$ cat config.mk
export PLATFORM = sky130hd
export DESIGN_NAME = lsq_port_arbiter_flat
export DESIGN_NICKNAME = d
export VERILOG_FILES = /design/src/rtl/lsq_port_arbiter_pkg.sv /design/src/rtl/lsq_port_arbiter_if.sv /design/src/rtl/lsq_credit_counter.sv /design/src/rtl/lsq_port_arbiter.sv /design/src/flat_wrapper.sv
export SDC_FILE = /design/constraint.sdc
export NUM_CORES = 1
export LEC_CHECK = 0
export CAP_MARGIN = 20
export CORE_AREA = 2 2 160 162
export CTS_CLUSTER_DIAMETER = 30
export DETAILED_ROUTE_END_ITERATION = 10
export DIE_AREA = 0 0 162 164
export DONT_BUFFER_PORTS = 1
export GPL_ROUTABILITY_DRIVEN = 1
export PLACE_DENSITY = 0.6
export SKIP_CTS_REPAIR_TIMING = 1
export SLEW_MARGIN = 0
export SYNTH_ARGS = -nofsm -noshare
export SYNTH_HDL_FRONTEND = slang
export SYNTH_HIERARCHICAL = 1
export SYNTH_SLANG_ARGS = --single-unit
$ cat constraint.sdc
create_clock -name clk -period 3.2 [get_ports clk]
set_clock_uncertainty 0.1 [all_clocks]
set_input_delay 0.96 -clock clk [delete_from_list [all_inputs] [get_ports clk]]
set_output_delay 0.96 -clock clk [all_outputs]
set_load 0.03 [all_outputs]
$ cat src/rtl/lsq_port_arbiter_pkg.sv
// lsq_port_arbiter_pkg: shared field positions, widths and request record
package lsq_port_arbiter_pkg;
   localparam int LSQ_VALID_BIT = 15;
   localparam int LSQ_SRC_BIT   = 14;
   localparam int ADDR_W        = 32;
   localparam int DATA_W        = 32;
   localparam int CNTRL_W       = 14;
   localparam int Z_W           = 4;
   localparam int CNT_W         = 4;

   typedef enum logic {SRC_A = 1'b0, SRC_B = 1'b1} src_e;

   typedef struct packed {
      logic               rw;
      logic [ADDR_W-1:0]  addr;
      logic [DATA_W-1:0]  data;
      logic [CNTRL_W-1:0] cntrl;
      logic [Z_W-1:0]     z;
   } req_t;
endpackage

$ cat src/rtl/lsq_port_arbiter_if.sv
// lsq_port_arbiter_if: requester, LSQ issue/response and status bundle
interface lsq_port_arbiter_if;
   import lsq_port_arbiter_pkg::*;
   logic               a_valid, a_ready, a_rw, b_valid, b_ready, b_rw;
   logic [ADDR_W-1:0]  a_addr, b_addr, lsq_addr;
   logic [DATA_W-1:0]  a_data, b_data, lsq_data, lsq_data_out;
   logic [CNTRL_W-1:0] a_cntrl, b_cntrl, a_rsp_cntrl, b_rsp_cntrl;
   logic [Z_W-1:0]     a_Z, b_Z, lsq_Z, lsq_Z_out, a_rsp_Z, b_rsp_Z;
   logic               lsq_rw, lsq_stall;
   logic [15:0]        lsq_cntrl, lsq_cntrl_out;
   logic               a_rsp_valid, b_rsp_valid;
   logic [DATA_W-1:0]  a_rsp_data, b_rsp_data;
   logic               err, idle;

   modport slave (
      input  a_valid, a_rw, a_addr, a_data, a_cntrl, a_Z,
      input  b_valid, b_rw, b_addr, b_data, b_cntrl, b_Z,
      input  lsq_stall, lsq_data_out, lsq_cntrl_out, lsq_Z_out,
      output a_ready, b_ready, lsq_rw, lsq_addr, lsq_data, lsq_cntrl, lsq_Z,
      output a_rsp_valid, a_rsp_data, a_rsp_cntrl, a_rsp_Z,
      output b_rsp_valid, b_rsp_data, b_rsp_cntrl, b_rsp_Z, err, idle
   );

   modport master (
      output a_valid, a_rw, a_addr, a_data, a_cntrl, a_Z,
      output b_valid, b_rw, b_addr, b_data, b_cntrl, b_Z,
      output lsq_stall, lsq_data_out, lsq_cntrl_out, lsq_Z_out,
      input  a_ready, b_ready, lsq_rw, lsq_addr, lsq_data, lsq_cntrl, lsq_Z,
      input  a_rsp_valid, a_rsp_data, a_rsp_cntrl, a_rsp_Z,
      input  b_rsp_valid, b_rsp_data, b_rsp_cntrl, b_rsp_Z, err, idle
   );
endinterface

$ cat src/rtl/lsq_credit_counter.sv
// lsq_credit_counter: in-flight request count for one requester
module lsq_credit_counter
   import lsq_port_arbiter_pkg::*;
#(
   parameter int MAX_OUT = 4
) (
   input  logic             clk,
   input  logic             rst_n,
   input  logic             i_inc,
   input  logic             i_dec,
   output logic [CNT_W-1:0] o_count,
   output logic             o_full,
   output logic             o_underflow
);
   logic [CNT_W-1:0] r_count;

   assign o_count     = r_count;
   assign o_full      = r_count >= CNT_W'(MAX_OUT);
   // a response with nothing in flight is dropped rather than wrapping the count
   assign o_underflow = i_dec & (r_count == '0);

   always_ff @(posedge clk or negedge rst_n)
      if (!rst_n) r_count <= '0;
      else        r_count <= r_count + CNT_W'(i_inc) - CNT_W'(i_dec & ~o_underflow);
endmodule

$ cat src/rtl/lsq_port_arbiter.sv
// lsq_port_arbiter: round-robin two-requester front end with one registered
// LSQ issue slot, per-requester credits and tagged response routing
module lsq_port_arbiter
   import lsq_port_arbiter_pkg::*;
#(
   parameter int MAX_OUT = 4
) (
   input  logic                clk,
   input  logic                rst_n,
   lsq_port_arbiter_if.slave   bus
);
   logic [CNT_W-1:0] w_a_cnt, w_b_cnt;
   logic             w_a_full, w_b_full, w_a_uf, w_b_uf;
   logic             w_slot_free, w_a_elig, w_b_elig, w_gnt_a, w_gnt_b;
   logic             w_rsp_a, w_rsp_b, w_fwd_a, w_fwd_b;
   req_t             w_req_a, w_req_b, r_req;
   logic             r_slot_v, r_err;
   src_e             r_src, r_rr_last;
   logic             r_a_rsp_v, r_b_rsp_v;
   logic [DATA_W-1:0]  r_a_rsp_data, r_b_rsp_data;
   logic [CNTRL_W-1:0] r_a_rsp_cntrl, r_b_rsp_cntrl;
   logic [Z_W-1:0]     r_a_rsp_z, r_b_rsp_z;

   assign w_req_a     = {bus.a_rw, bus.a_addr, bus.a_data, bus.a_cntrl, bus.a_Z};
   assign w_req_b     = {bus.b_rw, bus.b_addr, bus.b_data, bus.b_cntrl, bus.b_Z};
   assign w_slot_free = ~r_slot_v | ~bus.lsq_stall;
   assign w_a_elig    = bus.a_valid & ~w_a_full;
   assign w_b_elig    = bus.b_valid & ~w_b_full;
   // on a tie the requester not granted last wins
   assign w_gnt_a     = w_slot_free & w_a_elig & (~w_b_elig | (r_rr_last == SRC_B));
   assign w_gnt_b     = w_slot_free & w_b_elig & ~w_gnt_a;
   assign w_rsp_a     = bus.lsq_cntrl_out[LSQ_VALID_BIT] & ~bus.lsq_cntrl_out[LSQ_SRC_BIT];
   assign w_rsp_b     = bus.lsq_cntrl_out[LSQ_VALID_BIT] &  bus.lsq_cntrl_out[LSQ_SRC_BIT];
   assign w_fwd_a     = w_rsp_a & ~w_a_uf;
   assign w_fwd_b     = w_rsp_b & ~w_b_uf;

   lsq_credit_counter #(.MAX_OUT(MAX_OUT)) u_cnt_a (
      .clk(clk), .rst_n(rst_n), .i_inc(w_gnt_a), .i_dec(w_rsp_a),
      .o_count(w_a_cnt), .o_full(w_a_full), .o_underflow(w_a_uf)
   );

   lsq_credit_counter #(.MAX_OUT(MAX_OUT)) u_cnt_b (
      .clk(clk), .rst_n(rst_n), .i_inc(w_gnt_b), .i_dec(w_rsp_b),
      .o_count(w_b_cnt), .o_full(w_b_full), .o_underflow(w_b_uf)
   );

   always_ff @(posedge clk or negedge rst_n)
      if (!rst_n) begin
         r_slot_v  <= 1'b0;
         r_src     <= SRC_A;
         r_req     <= '0;
         r_rr_last <= SRC_B;
      end else if (w_gnt_a | w_gnt_b) begin
         r_slot_v  <= 1'b1;
         r_src     <= w_gnt_b ? SRC_B : SRC_A;
         r_req     <= w_gnt_b ? w_req_b : w_req_a;
         r_rr_last <= w_gnt_b ? SRC_B : SRC_A;
      end else if (w_slot_free) begin
         r_slot_v  <= 1'b0;
      end

   always_ff @(posedge clk or negedge rst_n)
      if (!rst_n) begin
         r_a_rsp_v     <= 1'b0;
         r_b_rsp_v     <= 1'b0;
         r_a_rsp_data  <= '0;
         r_b_rsp_data  <= '0;
         r_a_rsp_cntrl <= '0;
         r_b_rsp_cntrl <= '0;
         r_a_rsp_z     <= '0;
         r_b_rsp_z     <= '0;
         r_err         <= 1'b0;
      end else begin
         r_a_rsp_v <= w_fwd_a;
         r_b_rsp_v <= w_fwd_b;
         r_err     <= r_err | w_a_uf | w_b_uf;
         if (w_fwd_a) begin
            r_a_rsp_data  <= bus.lsq_data_out;
            r_a_rsp_cntrl <= bus.lsq_cntrl_out[CNTRL_W-1:0];
            r_a_rsp_z     <= bus.lsq_Z_out;
         end
         if (w_fwd_b) begin
            r_b_rsp_data  <= bus.lsq_data_out;
            r_b_rsp_cntrl <= bus.lsq_cntrl_out[CNTRL_W-1:0];
            r_b_rsp_z     <= bus.lsq_Z_out;
         end
      end

   assign bus.a_ready     = w_gnt_a;
   assign bus.b_ready     = w_gnt_b;
   assign bus.lsq_rw      = r_req.rw;
   assign bus.lsq_addr    = r_req.addr;
   assign bus.lsq_data    = r_req.data;
   assign bus.lsq_cntrl   = {r_slot_v, r_src, r_req.cntrl};
   assign bus.lsq_Z       = r_req.z;
   assign bus.a_rsp_valid = r_a_rsp_v;
   assign bus.a_rsp_data  = r_a_rsp_data;
   assign bus.a_rsp_cntrl = r_a_rsp_cntrl;
   assign bus.a_rsp_Z     = r_a_rsp_z;
   assign bus.b_rsp_valid = r_b_rsp_v;
   assign bus.b_rsp_data  = r_b_rsp_data;
   assign bus.b_rsp_cntrl = r_b_rsp_cntrl;
   assign bus.b_rsp_Z     = r_b_rsp_z;
   assign bus.err         = r_err;
   assign bus.idle        = ~r_slot_v & (w_a_cnt == '0) & (w_b_cnt == '0);
endmodule

$ cat src/flat_wrapper.sv
// flat-port wrapper written by rule: the top's interface ports become plain ports
module lsq_port_arbiter_flat import lsq_port_arbiter_pkg::*;
#(
   parameter int MAX_OUT = 4
)
  (clk, rst_n, bus_a_valid, bus_a_rw, bus_a_addr, bus_a_data, bus_a_cntrl, bus_a_Z, bus_b_valid, bus_b_rw, bus_b_addr, bus_b_data, bus_b_cntrl, bus_b_Z, bus_lsq_stall, bus_lsq_data_out, bus_lsq_cntrl_out, bus_lsq_Z_out, bus_a_ready, bus_b_ready, bus_lsq_rw, bus_lsq_addr, bus_lsq_data, bus_lsq_cntrl, bus_lsq_Z, bus_a_rsp_valid, bus_a_rsp_data, bus_a_rsp_cntrl, bus_a_rsp_Z, bus_b_rsp_valid, bus_b_rsp_data, bus_b_rsp_cntrl, bus_b_rsp_Z, bus_err, bus_idle);
  lsq_port_arbiter_if bus_i ();
  input  logic clk;
  input  logic rst_n;
  input wire logic [$bits(bus_i.a_valid)-1:0] bus_a_valid;
  input wire logic [$bits(bus_i.a_rw)-1:0] bus_a_rw;
  input wire logic [$bits(bus_i.a_addr)-1:0] bus_a_addr;
  input wire logic [$bits(bus_i.a_data)-1:0] bus_a_data;
  input wire logic [$bits(bus_i.a_cntrl)-1:0] bus_a_cntrl;
  input wire logic [$bits(bus_i.a_Z)-1:0] bus_a_Z;
  input wire logic [$bits(bus_i.b_valid)-1:0] bus_b_valid;
  input wire logic [$bits(bus_i.b_rw)-1:0] bus_b_rw;
  input wire logic [$bits(bus_i.b_addr)-1:0] bus_b_addr;
  input wire logic [$bits(bus_i.b_data)-1:0] bus_b_data;
  input wire logic [$bits(bus_i.b_cntrl)-1:0] bus_b_cntrl;
  input wire logic [$bits(bus_i.b_Z)-1:0] bus_b_Z;
  input wire logic [$bits(bus_i.lsq_stall)-1:0] bus_lsq_stall;
  input wire logic [$bits(bus_i.lsq_data_out)-1:0] bus_lsq_data_out;
  input wire logic [$bits(bus_i.lsq_cntrl_out)-1:0] bus_lsq_cntrl_out;
  input wire logic [$bits(bus_i.lsq_Z_out)-1:0] bus_lsq_Z_out;
  output wire logic [$bits(bus_i.a_ready)-1:0] bus_a_ready;
  output wire logic [$bits(bus_i.b_ready)-1:0] bus_b_ready;
  output wire logic [$bits(bus_i.lsq_rw)-1:0] bus_lsq_rw;
  output wire logic [$bits(bus_i.lsq_addr)-1:0] bus_lsq_addr;
  output wire logic [$bits(bus_i.lsq_data)-1:0] bus_lsq_data;
  output wire logic [$bits(bus_i.lsq_cntrl)-1:0] bus_lsq_cntrl;
  output wire logic [$bits(bus_i.lsq_Z)-1:0] bus_lsq_Z;
  output wire logic [$bits(bus_i.a_rsp_valid)-1:0] bus_a_rsp_valid;
  output wire logic [$bits(bus_i.a_rsp_data)-1:0] bus_a_rsp_data;
  output wire logic [$bits(bus_i.a_rsp_cntrl)-1:0] bus_a_rsp_cntrl;
  output wire logic [$bits(bus_i.a_rsp_Z)-1:0] bus_a_rsp_Z;
  output wire logic [$bits(bus_i.b_rsp_valid)-1:0] bus_b_rsp_valid;
  output wire logic [$bits(bus_i.b_rsp_data)-1:0] bus_b_rsp_data;
  output wire logic [$bits(bus_i.b_rsp_cntrl)-1:0] bus_b_rsp_cntrl;
  output wire logic [$bits(bus_i.b_rsp_Z)-1:0] bus_b_rsp_Z;
  output wire logic [$bits(bus_i.err)-1:0] bus_err;
  output wire logic [$bits(bus_i.idle)-1:0] bus_idle;
  assign bus_i.a_valid = bus_a_valid;
  assign bus_i.a_rw = bus_a_rw;
  assign bus_i.a_addr = bus_a_addr;
  assign bus_i.a_data = bus_a_data;
  assign bus_i.a_cntrl = bus_a_cntrl;
  assign bus_i.a_Z = bus_a_Z;
  assign bus_i.b_valid = bus_b_valid;
  assign bus_i.b_rw = bus_b_rw;
  assign bus_i.b_addr = bus_b_addr;
  assign bus_i.b_data = bus_b_data;
  assign bus_i.b_cntrl = bus_b_cntrl;
  assign bus_i.b_Z = bus_b_Z;
  assign bus_i.lsq_stall = bus_lsq_stall;
  assign bus_i.lsq_data_out = bus_lsq_data_out;
  assign bus_i.lsq_cntrl_out = bus_lsq_cntrl_out;
  assign bus_i.lsq_Z_out = bus_lsq_Z_out;
  assign bus_a_ready = bus_i.a_ready;
  assign bus_b_ready = bus_i.b_ready;
  assign bus_lsq_rw = bus_i.lsq_rw;
  assign bus_lsq_addr = bus_i.lsq_addr;
  assign bus_lsq_data = bus_i.lsq_data;
  assign bus_lsq_cntrl = bus_i.lsq_cntrl;
  assign bus_lsq_Z = bus_i.lsq_Z;
  assign bus_a_rsp_valid = bus_i.a_rsp_valid;
  assign bus_a_rsp_data = bus_i.a_rsp_data;
  assign bus_a_rsp_cntrl = bus_i.a_rsp_cntrl;
  assign bus_a_rsp_Z = bus_i.a_rsp_Z;
  assign bus_b_rsp_valid = bus_i.b_rsp_valid;
  assign bus_b_rsp_data = bus_i.b_rsp_data;
  assign bus_b_rsp_cntrl = bus_i.b_rsp_cntrl;
  assign bus_b_rsp_Z = bus_i.b_rsp_Z;
  assign bus_err = bus_i.err;
  assign bus_idle = bus_i.idle;
  lsq_port_arbiter #(.MAX_OUT(MAX_OUT)) u_core (.clk(clk), .rst_n(rst_n), .bus(bus_i));
endmodule
=== Word-level counts from Yosys, hierarchy flattened ===
Index checks and enable logic that the tools add are counted.

* Input port bits: 223
* Register bits: 197
* Word-level logic and storage cells: 64

* Reduce and logical (&&, ||, !) cells: 3
* Order comparisons: 2
* Add/sub/neg operators: 4
* Bitwise logic cells: 32
* Multiplexer cells: 4

{| class="wikitable"
|+ Operators by type and width
! cell !! count
|-
| 2-to-1 mux 83 bit || 1
|-
| AND 1 bit || 14
|-
| inverter 1 bit || 9
|-
| adder 4 x 1 -> 4 bit || 2
|-
| AND 1 x 4 -> 4 bit || 2
|-
| >= comparator 4 x 3 -> 1 bit, second input constant || 2
|-
| zero test 4 bit || 2
|-
| inverter 1 -> 4 bit || 2
|-
| subtractor 4 bit || 2
|-
| OR 1 bit || 5
|-
| 2-to-1 mux 1 bit || 3
|-
| nonzero test 2 bit || 1
|}

=== Logic depth before layout (Yosys ltp) ===
Gate-level depths: netlist of the first run.

* Depth in word-level cells: 10
* Depth in mapped cells: 11
* Depth with buffers taken out: 9

=== Modules after synthesis ===
Netlist of the first run, hierarchy kept.

{| class="wikitable"
|+ By module, submodules not included
! module !! cells an instance !! times used !! area each (µm²)
|-
| lsq_port_arbiter || 537 || 1 || 7832.5
|-
| lsq_credit_counter || 24 || 2 || 260.2
|}

=== Worst setup path after synthesis of the first run ===
Ideal clock, no wire load.

* Kind: input port to output port
* Start point: input bus_a_valid
* End point: output bus_b_ready
* Path buffers: 2
* Cell stages on the path: 4
* Arrival time: 1884 ps
* Path slack: 256 ps
* Cells stage by stage: nand3b_1 > clkbuf_1 > clkbuf_1 > and3_1

* Word-level cells in the longest chain between the ends: 5

{| class="wikitable"
|+ Ends and longest elaborated chain
! element !! line !! source
|-
| from (decl) || flat_wrapper.sv:10 || <nowiki>input wire logic [$bits(bus_i.a_valid)-1:0] bus_a_valid;</nowiki>
|-
| AND 1 bit || lsq_port_arbiter.sv:27 || <nowiki>assign w_a_elig = bus.a_valid & ~w_a_full;</nowiki>
|-
| AND 1 bit (2 in a row) || lsq_port_arbiter.sv:30 || <nowiki>assign w_gnt_a = w_slot_free & w_a_elig & (~w_b_elig | (r_rr_last == SRC_B));</nowiki>
|-
| inverter 1 bit || lsq_port_arbiter.sv:31 || <nowiki>assign w_gnt_b = w_slot_free & w_b_elig & ~w_gnt_a;</nowiki>
|-
| AND 1 bit || lsq_port_arbiter.sv:31 ||
|-
| to (decl) || flat_wrapper.sv:27 || <nowiki>output wire logic [$bits(bus_i.b_ready)-1:0] bus_b_ready;</nowiki>
|}

No other way between the ends.

=== Final worst setup path of the first run ===
* Start point: register u_core.u_cnt_a.r_count[2], in the netlist u_core/u_cnt_a/o_count[2]
* End point: output bus_a_ready

* Word-level cells in the longest chain between the ends: 5

{| class="wikitable"
|+ Ends and longest elaborated chain
! element !! line !! source
|-
| from (decl) || lsq_credit_counter.sv:15 || <nowiki>logic [CNT_W-1:0] r_count;</nowiki>
|-
| from (signal assigned) || lsq_credit_counter.sv:24 || <nowiki>else r_count <= r_count + CNT_W'(i_inc) - CNT_W'(i_dec & ~o_underflow);</nowiki>
|-
| >= comparator 4 x 3 -> 1 bit || lsq_credit_counter.sv:18 || <nowiki>assign o_full = r_count >= CNT_W'(MAX_OUT);</nowiki>
|-
| net u_core.w_a_full || lsq_port_arbiter.sv:13 || <nowiki>logic w_a_full, w_b_full, w_a_uf, w_b_uf;</nowiki>
|-
| inverter 1 bit || lsq_port_arbiter.sv:27 ||
|-
| AND 1 bit || lsq_port_arbiter.sv:27 ||
|-
| AND 1 bit (2 in a row) || lsq_port_arbiter.sv:30 ||
|-
| to (decl) || flat_wrapper.sv:26 || <nowiki>output wire logic [$bits(bus_i.a_ready)-1:0] bus_a_ready;</nowiki>
|}

The timed path passes the listed nets, and every way through them passes these cells.

==> flow_summary.toml, run 1 <==
[outcome]
status = "finished clean"

[grt]
antenna_found_initial = 1
grt_overflow_total = 0
grt_usage = 0.159
grt_pass1_wl_um = 32200
grt_pass1_vias = 5200
grt_max_degree = 198

[place]
place_area_mm2 = 0.00861
gp_congestion = 0.845
place_ws_ps = 370
port_buffers = 0
hpwlAfterDp_um = 16300

[clock_tree]
cts_tree = "done"
clk_path_buf_depth = 2
clock_latency_ps = 420
root_buffer = "clkbuf_16"
cts_buffers = 17
cts_sinks = 197
path_clk_slew_ps = 80
htreeDepth = 4

[yosys]
synth_nets = 820
synth_warnings = 6
ys_seq_area_frac = 0.590
ys_types = 30
synth_area_mm2 = 0.00835
synth_area_per_cell_um2 = 14.3
synth-seq-cells = 197
syn-instance-count = 585

[timing]
maxSlewHeadroom = 0.449
hold_violations = 0
setup_tns_ps = 0
finalSetupViolCount = 0
fin_hold_ws_ps = 129
fin_crit_ps = 2920
finalCritPeriodShare = 0.913
timing.fmax_ghz = 0.342
worstMarginPinSlew_ps = 827
rsz0062_at_grt = "no"
drv_slew = 0
setup_slack_ps = 279

[cells_and_area]
final_area_mm2 = 0.00922
drive_gt1_frac = 0.263
syn_to_final_growth_pct = 10.4
nets = 788
fillerInstances = 2341

[floorplan]
die_area_mm2 = 0.0266
num_io_pins = 414
start_util = 0.337
die_h_um = 164
row_count = 58
die_w_um = 162
core-area_mm2 = 0.0248

[min_path]
min-delay-path-class = "in2async"

[power_and_ir_drop]
leakagePower_uw = 0.00396
finalPower_uw = 9710
powerDensity_mw_per_mm2 = 1050
p_seq_frac = 0.574
switching_power_uw = 4290
p_comb_frac = 0.203
p_int_uw = 5420
clockPowerShare = 0.222
p_sw_frac = 0.442
ir_drop_uv = 583

[drt]
first_iter_violations = 443
vias_per_cell = 5.76
drc_errors = 0
wl_per_cell_um = 25.1
ant_nets = 0
num_vias = 5182
first_pass_iters = 5
wl_um = 22500

[setup_path]
crit_type = "reg2out"
r2r_setup_slack_ps = 550
critPathMaxFanout = 10
critical_path_required_ps = 2140
end_kind = "primary output"
startpoint_type = "flop"
critical_path_arrival_ps = 1860

[run]
drv_cap = 0
-- cells in the final DEF (no fill, tap or decap) --
master and count:
nor2b_4 2, xor2_1 4, clkinv_4 2, clkbuf_8 3, clkinvlp_4 2, dfstp_2 1, mux2_2 100, nand2_2 1
clkinv_8 2, inv_8 6, and3_1 3, nand3b_1 1, diode_2 3, a21oi_2 2, fa_1 2, nor2b_1 2
buf_12 3, nor2_1 5, inv_1 16, clkbuf_16 17, a221o_1 83, and4_1 83, and2_1 1, a21oi_1 2
nor4_1 2, or3_1 1, nand2b_2 1, o311a_4 1, nand2_1 2, a21boi_0 2, a21o_1 2, o21ai_4 1
dfrtp_1 196, ha_1 10, buf_4 5
-- layout make-up --
type	count	area, µm²	area share
Sequential cell	197	4930	0.535
Multi-Input combinational cell	313	3110	0.337
Clock buffer	20	467	0.0506
Tap cell	330	413	0.0448
Clock inverter	12	133	0.0144
Timing Repair Buffer	8	97.6	0.0106
Inverter	16	60.1	0.00651
Antenna cell	3	7.51	0.000814
-- Yosys cell counts --
library cell  instances  area share
a221o_1              83       0.099
or3_1                 1     0.00075
o311a_1               1      0.0012
dfrtp_1             196        0.59
buf_2                18       0.011
buf_4                 2      0.0018
nor2b_1               3      0.0022
nor2_1                5      0.0022
and4_1               83       0.087
fa_1                  2      0.0048
clkbuf_2              1     0.00060
buf_6                 5      0.0067
ha_1                 10       0.015
nor4_1                2      0.0015
and3_1                3      0.0022
nand2_1               3      0.0013
a21o_1                2      0.0018
nand2b_1              1     0.00075
nand3b_1              1     0.00090
nor2b_2               1      0.0010
a21oi_2               2      0.0021
o21ai_1               1     0.00060
xor2_1                4      0.0042
a21boi_0              2      0.0018
dfstp_2               1      0.0031
a21oi_1               2      0.0012
and2_1                1     0.00075
mux2_2              100        0.13
clkbuf_1             33       0.015
inv_1                16      0.0072
-- power groups by stage --
stage,registers [µW],clock network [µW],logic [µW]
3_5_place_dp,5640,0,1970
4_1_cts,5590,2250,1970
2_1_floorplan,5220,0,1710
5_1_grt,5650,2340,2160
3_3_place_gp,5620,0,1830
6_report,5570,2160,1970
-- registers in the layout, summed over array words and instances, names as in the netlist --
name,count
u_core/bus.a_rsp_Z,4
u_core/bus.a_rsp_cntrl,14
u_core/bus.a_rsp_data,32
u_core/bus.a_rsp_valid,1
u_core/bus.b_rsp_Z,4
u_core/bus.b_rsp_cntrl,14
u_core/bus.b_rsp_data,32
u_core/bus.b_rsp_valid,1
u_core/bus.err,1
u_core/bus.lsq_Z,4
u_core/bus.lsq_addr,32
u_core/bus.lsq_cntrl,14
u_core/bus.lsq_data,32
u_core/bus.lsq_rw,1
u_core/r_rr_last,1
u_core/r_slot_v,1
u_core/r_src,1
u_core/u_cnt_a/o_count,4
u_core/u_cnt_b/o_count,4
-- path summary, 6_finish.rpt --
| check | from | endpoint | cells after the start |
|---|---|---|---|
| max | u_core/u_cnt_a/o_count[2] | bus_a_ready | 5 |
| min reg2reg | u_core/r_rr_last | u_core/r_rr_last | 2 |
| min | rst_n | u_core/bus.a_rsp_data[29] | 0 |
| max reg2reg | u_core/u_cnt_a/o_count[2] | u_core/bus.lsq_addr[21] | 7 |
| min in group clk | u_core/r_rr_last | u_core/r_rr_last | 2 |
| max in group asynchronous | rst_n | u_core/bus.b_rsp_data[16] | 0 |
-- critical path, stage by stage (launching register included) --
cell	delay, ps
dfrtp_1	390
inv_1	100
ha_1	200
inv_1	70
nor2b_1	290
o311a_4	410
-- cell families (layout without fill, tap and decap cells) --
family,after synthesis,count (layout),share of synthesized area
compound gates,93,93,0.108
xor+xnor,4,4,0.00419
fa+ha+maj,12,12,0.0198
flops,197,197,0.590
other cells,0,3,0
buf+inv,75,56,0.0419
simple gates,104,104,0.101
mux,100,100,0.135
-- per-layer routing --
metal	share of wire	up-vias	wire [µm]	global-route usage
li1	-	2218	-	-
met1	0.37	2590	8240	0.183
met2	0.49	329	11100	0.267
met3	0.10	45	2310	0.0583
met4	0.038	0	858	0.0692
met5	0	-	0	0
-- metrics by stage --
step | utilization | instances
floorplan | - | 585
global placement | 0.347 | 864
detailed placement | 0.347 | 864
CTS | 0.371 | 896
global route | 0.371 | 897
finish | 0.371 | 899
No activity file was read; power rests on OpenSTA's default activity.
==> run 2, diff against run 1 <==
--- a/config.mk
+++ b/config.mk
@@ -12,6 +12,7 @@
 export DIE_AREA = 0 0 162 164
 export DONT_BUFFER_PORTS = 1
 export GPL_ROUTABILITY_DRIVEN = 1
+export HOLD_SLACK_MARGIN = 0.08
 export PLACE_DENSITY = 0.6
 export SKIP_CTS_REPAIR_TIMING = 1
 export SLEW_MARGIN = 0
==> results of run 2 <==
The final DEF is identical to that of run 1; final timing and power are the same.
